File: src/rtl/dsp48a1_mac_sequencer.sv
// dsp48a1_mac_sequencer
// Drives a single DSP48A1 slice as a signed 18x18 multiply-accumulate engine.
// Operand pairs arrive over a valid/ready stream and are issued to the slice
// pins one cycle after acceptance. The OPMODE for each term is delayed so it
// reaches the slice OPMODE register just as the product reaches the P stage.
// After the last term the controller waits out the slice pipeline, captures
// P, and presents the dot product with its term count on a valid/ready port.
module dsp48a1_mac_sequencer #(
  parameter int PIPE_LAT  = 3,
  parameter int OPMODEREG = 1,
  parameter int CNT_W     = 16
) (
  input  logic             CLK,
  input  logic             RST,
  input  logic             s_valid,
  output logic             s_ready,
  input  logic [17:0]      s_a,
  input  logic [17:0]      s_b,
  input  logic             s_last,
  output logic             m_valid,
  input  logic             m_ready,
  output logic [47:0]      m_p,
  output logic [CNT_W-1:0] m_count,
  output logic [17:0]      dsp_a,
  output logic [17:0]      dsp_b,
  output logic [7:0]       dsp_opmode,
  output logic             dsp_ce,
  output logic             dsp_rst,
  input  logic [47:0]      dsp_p
);

  // Extra OPMODE stages needed so a term's OPMODE lands in the slice OPMODE
  // register in the same cycle its product sits in the M register.
  localparam int OP_DLY = PIPE_LAT - 1 - OPMODEREG;

  // Drain counter covers PIPE_LAT+1 cycles (load PIPE_LAT, expire at zero).
  localparam int DRN_W = (PIPE_LAT + 1 > 2) ? $clog2(PIPE_LAT + 1) : 1;
  localparam logic [DRN_W-1:0] DRN_LOAD = DRN_W'(PIPE_LAT);
  localparam logic [DRN_W-1:0] DRN_ONE  = DRN_W'(1);
  localparam logic [DRN_W-1:0] DRN_ZERO = DRN_W'(0);

  localparam logic [CNT_W-1:0] CNT_ZERO = CNT_W'(0);
  localparam logic [CNT_W-1:0] CNT_ONE  = CNT_W'(1);
  localparam logic [CNT_W-1:0] CNT_MAX  = {CNT_W{1'b1}};

  // X=M, Z=0: first term overwrites whatever P held from a previous vector.
  localparam logic [7:0] OP_FIRST = 8'b0000_0001;
  // X=M, Z=P: accumulate a term (or a zero bubble).
  localparam logic [7:0] OP_ACC   = 8'b0000_1001;
  // X=0, Z=P: keep P unchanged when no term occupies the slot.
  localparam logic [7:0] OP_HOLD  = 8'b0000_1000;
  localparam logic [7:0] OP_ZERO  = 8'b0000_0000;

  typedef enum logic [1:0] {
    ST_IDLE  = 2'd0,
    ST_ISSUE = 2'd1,
    ST_DRAIN = 2'd2,
    ST_DONE  = 2'd3
  } state_t;

  state_t           state_q,    state_d;
  logic             s_ready_q,  s_ready_d;
  logic             m_valid_q,  m_valid_d;
  logic [47:0]      m_p_q,      m_p_d;
  logic [CNT_W-1:0] m_count_q,  m_count_d;
  logic [CNT_W-1:0] term_cnt_q, term_cnt_d;
  logic [DRN_W-1:0] drain_q,    drain_d;
  logic [17:0]      dsp_a_q,    dsp_a_d;
  logic [17:0]      dsp_b_q,    dsp_b_d;
  logic [7:0]       op_slot_q,  op_slot_d;
  logic             dsp_ce_q,   dsp_ce_d;
  logic             dsp_rst_q,  dsp_rst_d;
  logic             flush_q,    flush_d;

  logic             accept_s;

  // Saturating term counter increment.
  function automatic logic [CNT_W-1:0] sat_inc(input logic [CNT_W-1:0] v);
    if (v == CNT_MAX) begin
      return v;
    end else begin
      return v + CNT_ONE;
    end
  endfunction

  assign accept_s = s_valid & s_ready_q;

  // Next-state and registered-output decode for the sequencer FSM.
  always_comb begin
    state_d    = state_q;
    s_ready_d  = s_ready_q;
    m_valid_d  = m_valid_q;
    m_p_d      = m_p_q;
    m_count_d  = m_count_q;
    term_cnt_d = term_cnt_q;
    drain_d    = drain_q;
    dsp_a_d    = 18'h0_0000;
    dsp_b_d    = 18'h0_0000;
    op_slot_d  = OP_HOLD;
    dsp_ce_d   = 1'b1;
    dsp_rst_d  = 1'b0;
    flush_d    = 1'b0;

    if (flush_q) begin
      // One extra cycle of slice reset after RST falls; controller stays parked.
      state_d    = ST_IDLE;
      s_ready_d  = 1'b0;
      m_valid_d  = 1'b0;
      m_p_d      = 48'h0;
      m_count_d  = CNT_ZERO;
      term_cnt_d = CNT_ZERO;
      drain_d    = DRN_ZERO;
      op_slot_d  = OP_ZERO;
      dsp_ce_d   = 1'b0;
      dsp_rst_d  = 1'b1;
    end else begin
      case (state_q)
        ST_IDLE: begin
          if (accept_s) begin
            dsp_a_d    = s_a;
            dsp_b_d    = s_b;
            op_slot_d  = OP_FIRST;
            term_cnt_d = CNT_ONE;
            if (s_last) begin
              state_d   = ST_DRAIN;
              s_ready_d = 1'b0;
              drain_d   = DRN_LOAD;
            end else begin
              state_d   = ST_ISSUE;
              s_ready_d = 1'b1;
            end
          end else begin
            s_ready_d = 1'b1;
          end
        end
        ST_ISSUE: begin
          // Every ISSUE cycle occupies a slot: a real term or a zero bubble.
          op_slot_d = OP_ACC;
          if (accept_s) begin
            dsp_a_d    = s_a;
            dsp_b_d    = s_b;
            term_cnt_d = sat_inc(term_cnt_q);
            if (s_last) begin
              state_d   = ST_DRAIN;
              s_ready_d = 1'b0;
              drain_d   = DRN_LOAD;
            end else begin
              s_ready_d = 1'b1;
            end
          end else begin
            s_ready_d = 1'b1;
          end
        end
        ST_DRAIN: begin
          s_ready_d = 1'b0;
          if (drain_q == DRN_ZERO) begin
            m_p_d     = dsp_p;
            m_count_d = term_cnt_q;
            m_valid_d = 1'b1;
            state_d   = ST_DONE;
          end else begin
            drain_d = drain_q - DRN_ONE;
          end
        end
        ST_DONE: begin
          if (m_ready) begin
            state_d   = ST_IDLE;
            m_valid_d = 1'b0;
            s_ready_d = 1'b1;
          end else begin
            m_valid_d = 1'b1;
            s_ready_d = 1'b0;
          end
        end
        default: begin
          state_d   = ST_IDLE;
          s_ready_d = 1'b0;
          m_valid_d = 1'b0;
        end
      endcase
    end
  end

  // State and output registers; RST clears everything and arms the flush cycle.
  always_ff @(posedge CLK) begin
    if (RST) begin
      state_q    <= ST_IDLE;
      s_ready_q  <= 1'b0;
      m_valid_q  <= 1'b0;
      m_p_q      <= 48'h0;
      m_count_q  <= CNT_ZERO;
      term_cnt_q <= CNT_ZERO;
      drain_q    <= DRN_ZERO;
      dsp_a_q    <= 18'h0_0000;
      dsp_b_q    <= 18'h0_0000;
      op_slot_q  <= OP_ZERO;
      dsp_ce_q   <= 1'b0;
      dsp_rst_q  <= 1'b1;
      flush_q    <= 1'b1;
    end else begin
      state_q    <= state_d;
      s_ready_q  <= s_ready_d;
      m_valid_q  <= m_valid_d;
      m_p_q      <= m_p_d;
      m_count_q  <= m_count_d;
      term_cnt_q <= term_cnt_d;
      drain_q    <= drain_d;
      dsp_a_q    <= dsp_a_d;
      dsp_b_q    <= dsp_b_d;
      op_slot_q  <= op_slot_d;
      dsp_ce_q   <= dsp_ce_d;
      dsp_rst_q  <= dsp_rst_d;
      flush_q    <= flush_d;
    end
  end

  generate
    if (OP_DLY == 0) begin : g_op_direct
      assign dsp_opmode = op_slot_q;
    end else begin : g_op_delay
      logic [7:0] op_line_q [OP_DLY];

      // OPMODE delay line aligning each slot code with its product.
      always_ff @(posedge CLK) begin
        if (RST) begin
          for (int i = 0; i < OP_DLY; i++) begin
            op_line_q[i] <= OP_ZERO;
          end
        end else begin
          op_line_q[0] <= op_slot_q;
          for (int i = 1; i < OP_DLY; i++) begin
            op_line_q[i] <= op_line_q[i-1];
          end
        end
      end

      assign dsp_opmode = op_line_q[OP_DLY-1];
    end
  endgenerate

  assign s_ready = s_ready_q;
  assign m_valid = m_valid_q;
  assign m_p     = m_p_q;
  assign m_count = m_count_q;
  assign dsp_a   = dsp_a_q;
  assign dsp_b   = dsp_b_q;
  assign dsp_ce  = dsp_ce_q;
  assign dsp_rst = dsp_rst_q;

endmodule

File: config.mk
export PLATFORM = sky130hd
export DESIGN_NAME = dsp48a1_mac_sequencer
export DESIGN_NICKNAME = d
export VERILOG_FILES = /design/src/rtl/dsp48a1_mac_sequencer.sv
export SDC_FILE = /design/constraint.sdc
export NUM_CORES = 1
export LEC_CHECK = 0
export ABC_AREA = 0
export BUFFER_PORTS_ARGS = -buffer_cell sky130_fd_sc_hd__clkbuf_2
export CORE_ASPECT_RATIO = 1.1
export CORE_MARGIN = 2
export CORE_UTILIZATION = 40
export DETAILED_ROUTE_END_ITERATION = 6
export GPL_TIMING_DRIVEN = 0
export HOLD_SLACK_MARGIN = 0.05
export PLACE_DENSITY = 0.75
export SLEW_MARGIN = 25
export SYNTH_ARGS = -nofsm -noshare
export SYNTH_HDL_FRONTEND = slang
export SYNTH_SLANG_ARGS = --single-unit
File: constraint.sdc
create_clock -name CLK -period 1.75 [get_ports CLK]
set_clock_uncertainty 0.2 [all_clocks]
set_input_delay 0.35 -clock CLK [delete_from_list [all_inputs] [get_ports CLK]]
set_output_delay 0.35 -clock CLK [all_outputs]
set_load 0.01 [all_outputs]
* After elaboration in Yosys (flattened, before gate mapping)
Memory sizes are Yosys's and may differ from the RTL's. Index checks and enable logic that the tools add are counted.
Operators by class: add/sub/neg operators 2, equal/unequal tests 13, muxes and demuxes 31, bitwise gates (word level) 3, reduce and logical (&&, ||, !) cells 14
Operators by type and width (count):
- $mux 16 | 3
- $pmux 16 s2 | 1
- $mux 2 | 9
- $add 16x1->16 const B | 1
- $eq 16x16->1 const B | 1
- $ne 2x2->1 const B | 7
- $mux 1 | 11
- $mux 8 | 1
- $pmux 2 s4 | 1
- $pmux 4 s2 | 1
- $reduce_and 4->1 | 2
- $reduce_or 8->1 | 1
- $reduce_bool 2->1 | 3
- $reduce_and 5->1 | 1
- $eq 2x2->1 const B | 2
- $logic_not 2->1 | 2
- $mux 4 | 1
- $ne 2x1->1 const B | 2
- $pmux 2 s2 | 1
- $reduce_and 2->1 | 2
- $reduce_or 2->1 | 2
- $reduce_or 4->1 | 1
- $pmux 1 s3 | 1
- $eq 2x1->1 const B | 1
- other kinds (4) | 5
Storage, ports and cells: flip-flop bits (word level) 133, RAM bits 8, bits of input ports 89, output and inout bits 112, logic and storage cells 77, memories kept 1
Memory list:
- g_op_delay.op_line_q | depth 1, bits a word 8, read ports 1, clocked after Yosys merged registers in 0, wr ports 1, line 221 | logic [7:0] op_line_q [OP_DLY];

* Depth between registers and ports, before layout
Gate-level depths: netlist of the first run.
depth in word-level cells 4, gate-level depth with buffers 8, depth with buffers taken out 7

* Least setup slack after synthesis of the first run
Ideal clock, no wire load.
path type reg-to-reg, start register term_cnt_q[0], end register term_cnt_q[3], setup time 75 ps, data arrival time 1634 ps, required time 1475 ps, setup slack -159 ps, stages on the path, launching flop included 7, buffers on the path 0, clock period less this slack 1909 ps, cells stage by stage dfxtp_1 -> ha_1 -> and4_1 -> nand4_1 -> o21ai_1 -> or4_1 -> o22ai_1
Between the ends: longest elaborated chain between the ends 4, elaborated cells between the ends (all ways) 7, those cells by class add/sub (1); eq/ne (2); mux (3); reduce/logical (1)
RTL lines:
- start: declaration | line 66 | logic [CNT_W-1:0] term_cnt_q, term_cnt_d;
- start signal: assignment | line 206 | term_cnt_q <= term_cnt_d;
- $add 16x1->16 | line 82 | return v + CNT_ONE;
- $mux 16 | line 79 | if (v == CNT_MAX) begin
- $mux 16 | line 139 | if (accept_s) begin
- $pmux 16 s2 | line 117 | case (state_q)
Several ways; a longest one is shown, not always the timed one. The select of a mux whose other input is x is not followed. A chain may end at the register's enable or synchronous reset.

* Worst setup path in the final report of the first run
start register term_cnt_q[3], end register term_cnt_q[11]
The elaborated chain is that of the path after synthesis.

==> run metrics, run 1 <==
clock buffer count from CTS=17; routed vias/inst=5.012; root buffer cell=clkbuf_16; Worst EP required=1.82 ns; CP startpoint kind=register; fmax=534.8 MHz; GRT Util Overall=0.2337; dpl hpwl=9.264 mm; CP Cell Sequence=nand3_4 -> or3_4 -> o21a_1 -> o211ai_1 -> o41ai_2; nets@finish=963; EDFF count, synth=0; CTS tree=done; Synth area leaders=dfxtp_1 56%, nand2_1 11%, a21oi_1 8.3%; async set-reset flop share out of synthesis=0; failing checks=setup timing; Worst-path clk slew=about 0.060 ns; largest net degree at the start of global routing=17; Final ANT Viol Nets=0; Via Count=5167; Die Wd=106.7 um; status=finished, violations left; Max-Cap Viols=0; IO Port Bufs=194; antenna violations before repair=0; Comb pwr share=0.082; clock net sink count=129; Power per Cell Area=934.1 mW/mm^2; Area growth syn-to-layout=71.46%; crit path kind=register to register; Ys Warns=0; Crit-path slowest cell=or3_4; static leakage=approximately 3.5 nW; slew of the pin with the lowest slew margin=0.6697 ns; Initial DRC Count=~280; Hold Crit Class=input port to register; #FFs+latches synth=129; Rows=41; Int Power=5.837 mW; worst reg2reg setup slack=-0.12 ns; Critical R2R Launch=term_cnt_q[3]; fraction of layout cells with a size suffix above 1=0.4030; RSZ-0062 raised after global routing=true; worst setup margin=-0.1198 ns; HP Start=s_valid; core area=approximately 0.011 mm^2; n_diodes=0; Initial Utilization=0.4076; dominant synthesized flop cell=dfxtp_1; Die Y=about 120 um; WP buf/inv=0; DRC violation count after routing=0; switching portion of total power=0.2148; first-pass GRT wire length=about 23 mm; Synth top area share=0.5563; Final Hold Slack=approximately 0.14 ns; die area=0.01248 mm^2; relative slew slack=0.5536; Pre-antenna DRT Iters=5; clk buf depth=2; R2R Path End=term_cnt_q[11]; fin crit period=between 1.5 and 2 ns; Syn Area/Cell=8.709 um^2; Worst Setup End Kind=register; max-slew violation count=0; worst skew pair latency=approximately 0.40 ns; period utilization=1.068; total grt overflow=0; GPL Wtd Cong=0.8556; Routed WL=15.53 mm; switching pwr=1.597 mW; mapped cell area=0.004642 mm^2; WL/cell=about 15 um; register area share after synthesis=0.5563; IO Count=201; vias in the first global route=between 5000 and 6000; most common cell in the netlist=nand2_1; Reg power frac=0.401; final hold viol count=0; # setup viols final=8; Levels on crit path=5; cell count after synthesis=533; CP max FO=6; area leader, netlist=dfxtp_1; R2R cell count=5; hold-critical path depth=3; Data arrival, critical path=a little under 2 ns; cell class contributing the biggest share of worst-path delay=compound AO/OA/AOI/OAI gates; Final TNS setup=-0.3380 ns; number of distinct library cells after synthesis=48; worst vdd ir=0.6169 mV; WHS Endpoint=op_slot_q[0]; Clock power frac=0.517; CP peak stage delay=0.44 ns; synth cell count leaders=140 x nand2_1, 129 x dfxtp_1, 77 x a21oi_1; CTS H-tree lvls=4
how the worst max path moves through the flow:
| stage | startpoint | endpoint | slack [ns] |
|---|---|---|---|
| detailed placement | state_q[0] | m_p[19] | -0.40 |
| global route | state_q[1] | term_cnt_q[11] | -0.18 |
| finish | term_cnt_q[3] | term_cnt_q[11] | -0.12 |
| global placement | RST | op_slot_q[0] | -0.37 |
| CTS | state_q[1] | term_cnt_q[3] | -0.03 |
| floorplan | state_q[1] | drain_q[0] | 0.0004 |
cell families (layout without fill, tap and decap cells):
kind of cell	after synthesis	after routing	share of synthesized area
other cells	1	6	0.0008078
simple gates	233	233	0.2321
flops	129	129	0.5563
fa+ha+maj	6	6	0.01617
compound gates	112	112	0.1404
mux	3	3	0.006469
buf+inv	49	392	0.04771
worst reg2reg max path: cells and delay by family, from the launching register on:
family,cells,cell delay [ns]
AO/OA/AOI/OAI,3,0.62
AND/OR/NAND/NOR,2,0.54
flip-flops,1,0.39
state kept, by name, summed over array words and instances (netlist names):
register,cells
m_p,48
dsp_a,18
dsp_b,18
m_count,16
term_cnt_q,16
drain_q,2
g_op_delay.op_line_q,2
op_slot_q,2
state_q,2
dsp_ce,1
dsp_rst,1
flush_q,1
m_valid,1
s_ready,1
final cells by class:
| cell class | instances | area (um^2) |
|---|---|---|
| Buffer | 39 | 294.0 |
| Clock buffer | 20 | 478.0 |
| Clock inverter | 12 | 177.7 |
| Fill cell | 847 | 3430 |
| Inverter | 8 | 41.29 |
| Multi-Input combinational cell | 360 | 2069 |
| Sequential cell | 129 | 2624 |
| Tap cell | 150 | 187.7 |
| Timing Repair Buffer | 313 | 2087 |
metal layers:
layer	vias to the layer above	track usage	part of all wire
li1	2485	-	-
met1	2444	0.2396	0.37
met2	192	0.4429	0.55
met3	46	0.05592	0.050
met4	0	0.1212	0.034
met5	-	0	0
cell usage in the layout (no fill, tap or decap), types with 3 or more instances in the layout:
master,count
a211oi_2,3
a21oi_1,71
a21oi_2,6
a31oi_1,3
and3_1,37
buf_4,37
buf_6,8
bufinv_16,4
clkbuf_16,18
clkbuf_2,210
clkbuf_8,7
clkinv_2,3
clkinv_4,3
conb_1,6
dfxtp_1,114
dfxtp_2,6
dfxtp_4,9
dlygate4sd3_1,86
ha_4,4
inv_1,5
mux2i_1,3
nand2_1,138
nand3_1,7
nand4_1,7
nor2_1,11
nor2_4,5
o211ai_1,4
through the flow:
step,util,setup slack [ns],area [um^2],total power [mW],std cells
6_report,0.6989,-0.1198,7959,7.434,1031
5_1_grt,0.6989,-0.1800,7959,7.679,1031
4_1_cts,0.6740,-0.02898,7676,7.441,1015
3_5_place_dp,0.5164,-0.3953,5881,3.419,882
3_3_place_gp,0.5164,-0.3655,5881,3.406,882
2_1_floorplan,-,0.0004312,4722,3.240,538
power groups by stage:
stage,Combinational [mW],Clock (mW),Sequential (mW)
finish,0.612,3.85,2.98
global route,0.660,4.04,2.98
CTS,0.564,3.90,2.98
detailed placement,0.369,0,3.05
global placement,0.358,0,3.05
floorplan,0.180,0,3.06
what timing repair did:
action	CTS	global route
endpoints found under the setup margin	99	113
resized for setup	61	74
cloned	1	0
buffers inserted	15	17
endpoints found under the hold margin	89	0
hold buffers	86	0
pin swaps	10	19
No activity file was read; power rests on OpenSTA's default activity.
==> run 2, diff against run 1 <==
- CORE_UTILIZATION: 40 -> 42
- CTS_CLUSTER_DIAMETER: not set -> 60
- PLACE_DENSITY: 0.75 -> 0.78
==> run 2 against run 1 <==
Net effect:
- the run still ends with setup timing left
- wire length up 3.2%
- critical path depth increased by 1
- clock power is 4% higher
- core utilization up 3.1 points
- sequential power about the same
- global-route usage is 2.3 points higher
- non-clock buffer count is 6 lower
- flip-flop and latch count is the same
- critical path type unchanged
- largest cell class unchanged
==> run metrics, run 2 (synthesis gave the netlist of run 1 again) <==
failing checks=setup timing; Area growth syn-to-layout=70.86%; clock net sink count=129; Reg power frac=0.392; Int Power=between 5 and 6 mW; WP buf/inv=1; first-pass GRT wire length=roughly 24 mm; max-slew violation count=0; Pre-antenna DRT Iters=6; R2R Path End=term_cnt_q[3]; commonest non-fill, non-tap cell in the layout=clkbuf_2; die area=~0.012 mm^2; total grt overflow=0; Worst Setup End Kind=register; Crit-path slowest cell=or4_1; Comb pwr share=0.080; Routed WL=16.03 mm; CP startpoint kind=register; Clock power frac=0.528; root buffer cell=clkbuf_16; Final ANT Viol Nets=0; switching pwr=1.590 mW; nets@finish=957; n_diodes=0; worst reg2reg setup slack=-0.08 ns; CTS H-tree lvls=4; Die Wd=104.2 um; cell class contributing the biggest share of worst-path delay=simple AND/OR/NAND/NOR gates; R2R cell count=6; worst vdd ir=0.6566 mV; status=finished, violations left; clock buffer count from CTS=17; Data arrival, critical path=~1.9 ns; dpl hpwl=9.098 mm; pre-CTS setup slack=-0.4169 ns; largest net degree at the start of global routing=17; Largest register FFs=48; routed vias/inst=5.118; CP max FO=4; vias in the first global route=5223; core area=between 0.01 and 0.015 mm^2; crit path kind=register to register; WHS Endpoint=op_slot_q[0]; Power per Cell Area=956.9 mW/mm^2; fin crit period=around 1.8 ns; Initial Utilization=0.4274; Rows=40; Final Util=0.7303; Initial DRC Count=333; IO Port Bufs=194; post-route cell area=0.007931 mm^2; # setup viols final=13; hold-critical path depth=3; GPL Wtd Cong=0.8590; relative slew slack=0.5956; slew of the pin with the lowest slew margin=0.6066 ns; worst skew pair latency=0.41 ns; switching portion of total power=0.2095; final hold viol count=0; Via Count=5231; antenna violations before repair=0; CP peak stage delay=0.41 ns; CTS tree=done; CP Cell Sequence=buf_4 -> and4_4 -> nand4_1 -> o21ai_4 -> or4_1 -> o22ai_1; static leakage=approximately 3.5 nW; RSZ-0062 raised after global routing=true; clk buf depth=2; DRC violation count after routing=0; Final Hold Slack=0.1153 ns; Critical R2R Launch=term_cnt_q[5]; dpl cell area=0.005877 mm^2; HP Start=s_valid; Worst-path clk slew=0.06 ns; fraction of layout cells with a size suffix above 1=0.4023; Die Y=114.3 um; worst setup margin=-0.07643 ns; IO Count=201; GRT Util Overall=0.2562; fmax=547.5 MHz; WL/cell=between 15 and 20 um; most frequent cells in the layout=208 x clkbuf_2, 138 x nand2_1, 113 x dfxtp_1; Worst EP required=1.86 ns; period utilization=1.044; Max-Cap Viols=0; Hold Crit Class=input port to register
run 2: per-layer routing:
| layer | global-route usage | wire length, um | share of wire |
|---|---|---|---|
| met5 | 0 | 0 | 0 |
| met4 | 0.1405 | 693 | 0.043 |
| met3 | 0.06545 | 1044 | 0.065 |
| met2 | 0.4829 | 8602 | 0.54 |
| met1 | 0.2590 | 5685 | 0.35 |
run 2: layout make-up:
class	instances	area (um^2)
fillers	754	2929
clock inverters	13	231.5
repair buffers	307	2042
well taps	147	183.9
inverters	8	38.79
clock buffers	19	442.9
multi-input cells	360	2092
flip-flops and latches	129	2623
plain buffers	39	277.8
run 2: worst max path at each step:
| stage | start | endpoint | slack [ns] | depth (start not counted) |
|---|---|---|---|---|
| floorplan | state_q[1] | drain_q[0] | 0.0004 | 6 |
| global placement | RST | op_slot_q[0] | -0.35 | 6 |
| detailed placement | state_q[0] | m_p[2] | -0.42 | 7 |
| CTS | state_q[1] | term_cnt_q[3] | -0.06 | 7 |
| global route | term_cnt_q[0] | term_cnt_q[5] | -0.13 | 7 |
| finish | term_cnt_q[5] | term_cnt_q[3] | -0.08 | 6 |
run 2: tightest hold or removal path: stages:
cell and delay (ns):
clkbuf_2 0.13, nand3_1 0.12, a21oi_1 0.07
run 2: power groups by stage:
stage | Sequential (mW) | Clock [mW] | Combinational [mW]
global placement | 3.05 | 0 | 0.358
CTS | 2.98 | 4.06 | 0.555
detailed placement | 3.05 | 0 | 0.370
finish | 2.98 | 4.00 | 0.606
global route | 2.98 | 4.20 | 0.658
floorplan | 3.06 | 0 | 0.180
run 2: timing repair:
action                                  4_1_cts  5_1_grt
buffers inserted                             17       10
endpoints found under the setup margin      102      118
gates resized for setup                      57       71
endpoints found under the hold margin        89        0
hold buffers                                 86        0
pin swaps                                    14       19
gates cloned                                  0        1
run 2: metrics by stage:
step	total power, mW	std cells	setup TNS [ns]
2_1_floorplan	3.240	538	0
3_3_place_gp	3.406	879	-25.93
3_5_place_dp	3.420	879	-31.56
4_1_cts	7.588	1012	-0.1914
5_1_grt	7.842	1022	-1.411
6_report	7.589	1022	-0.5181
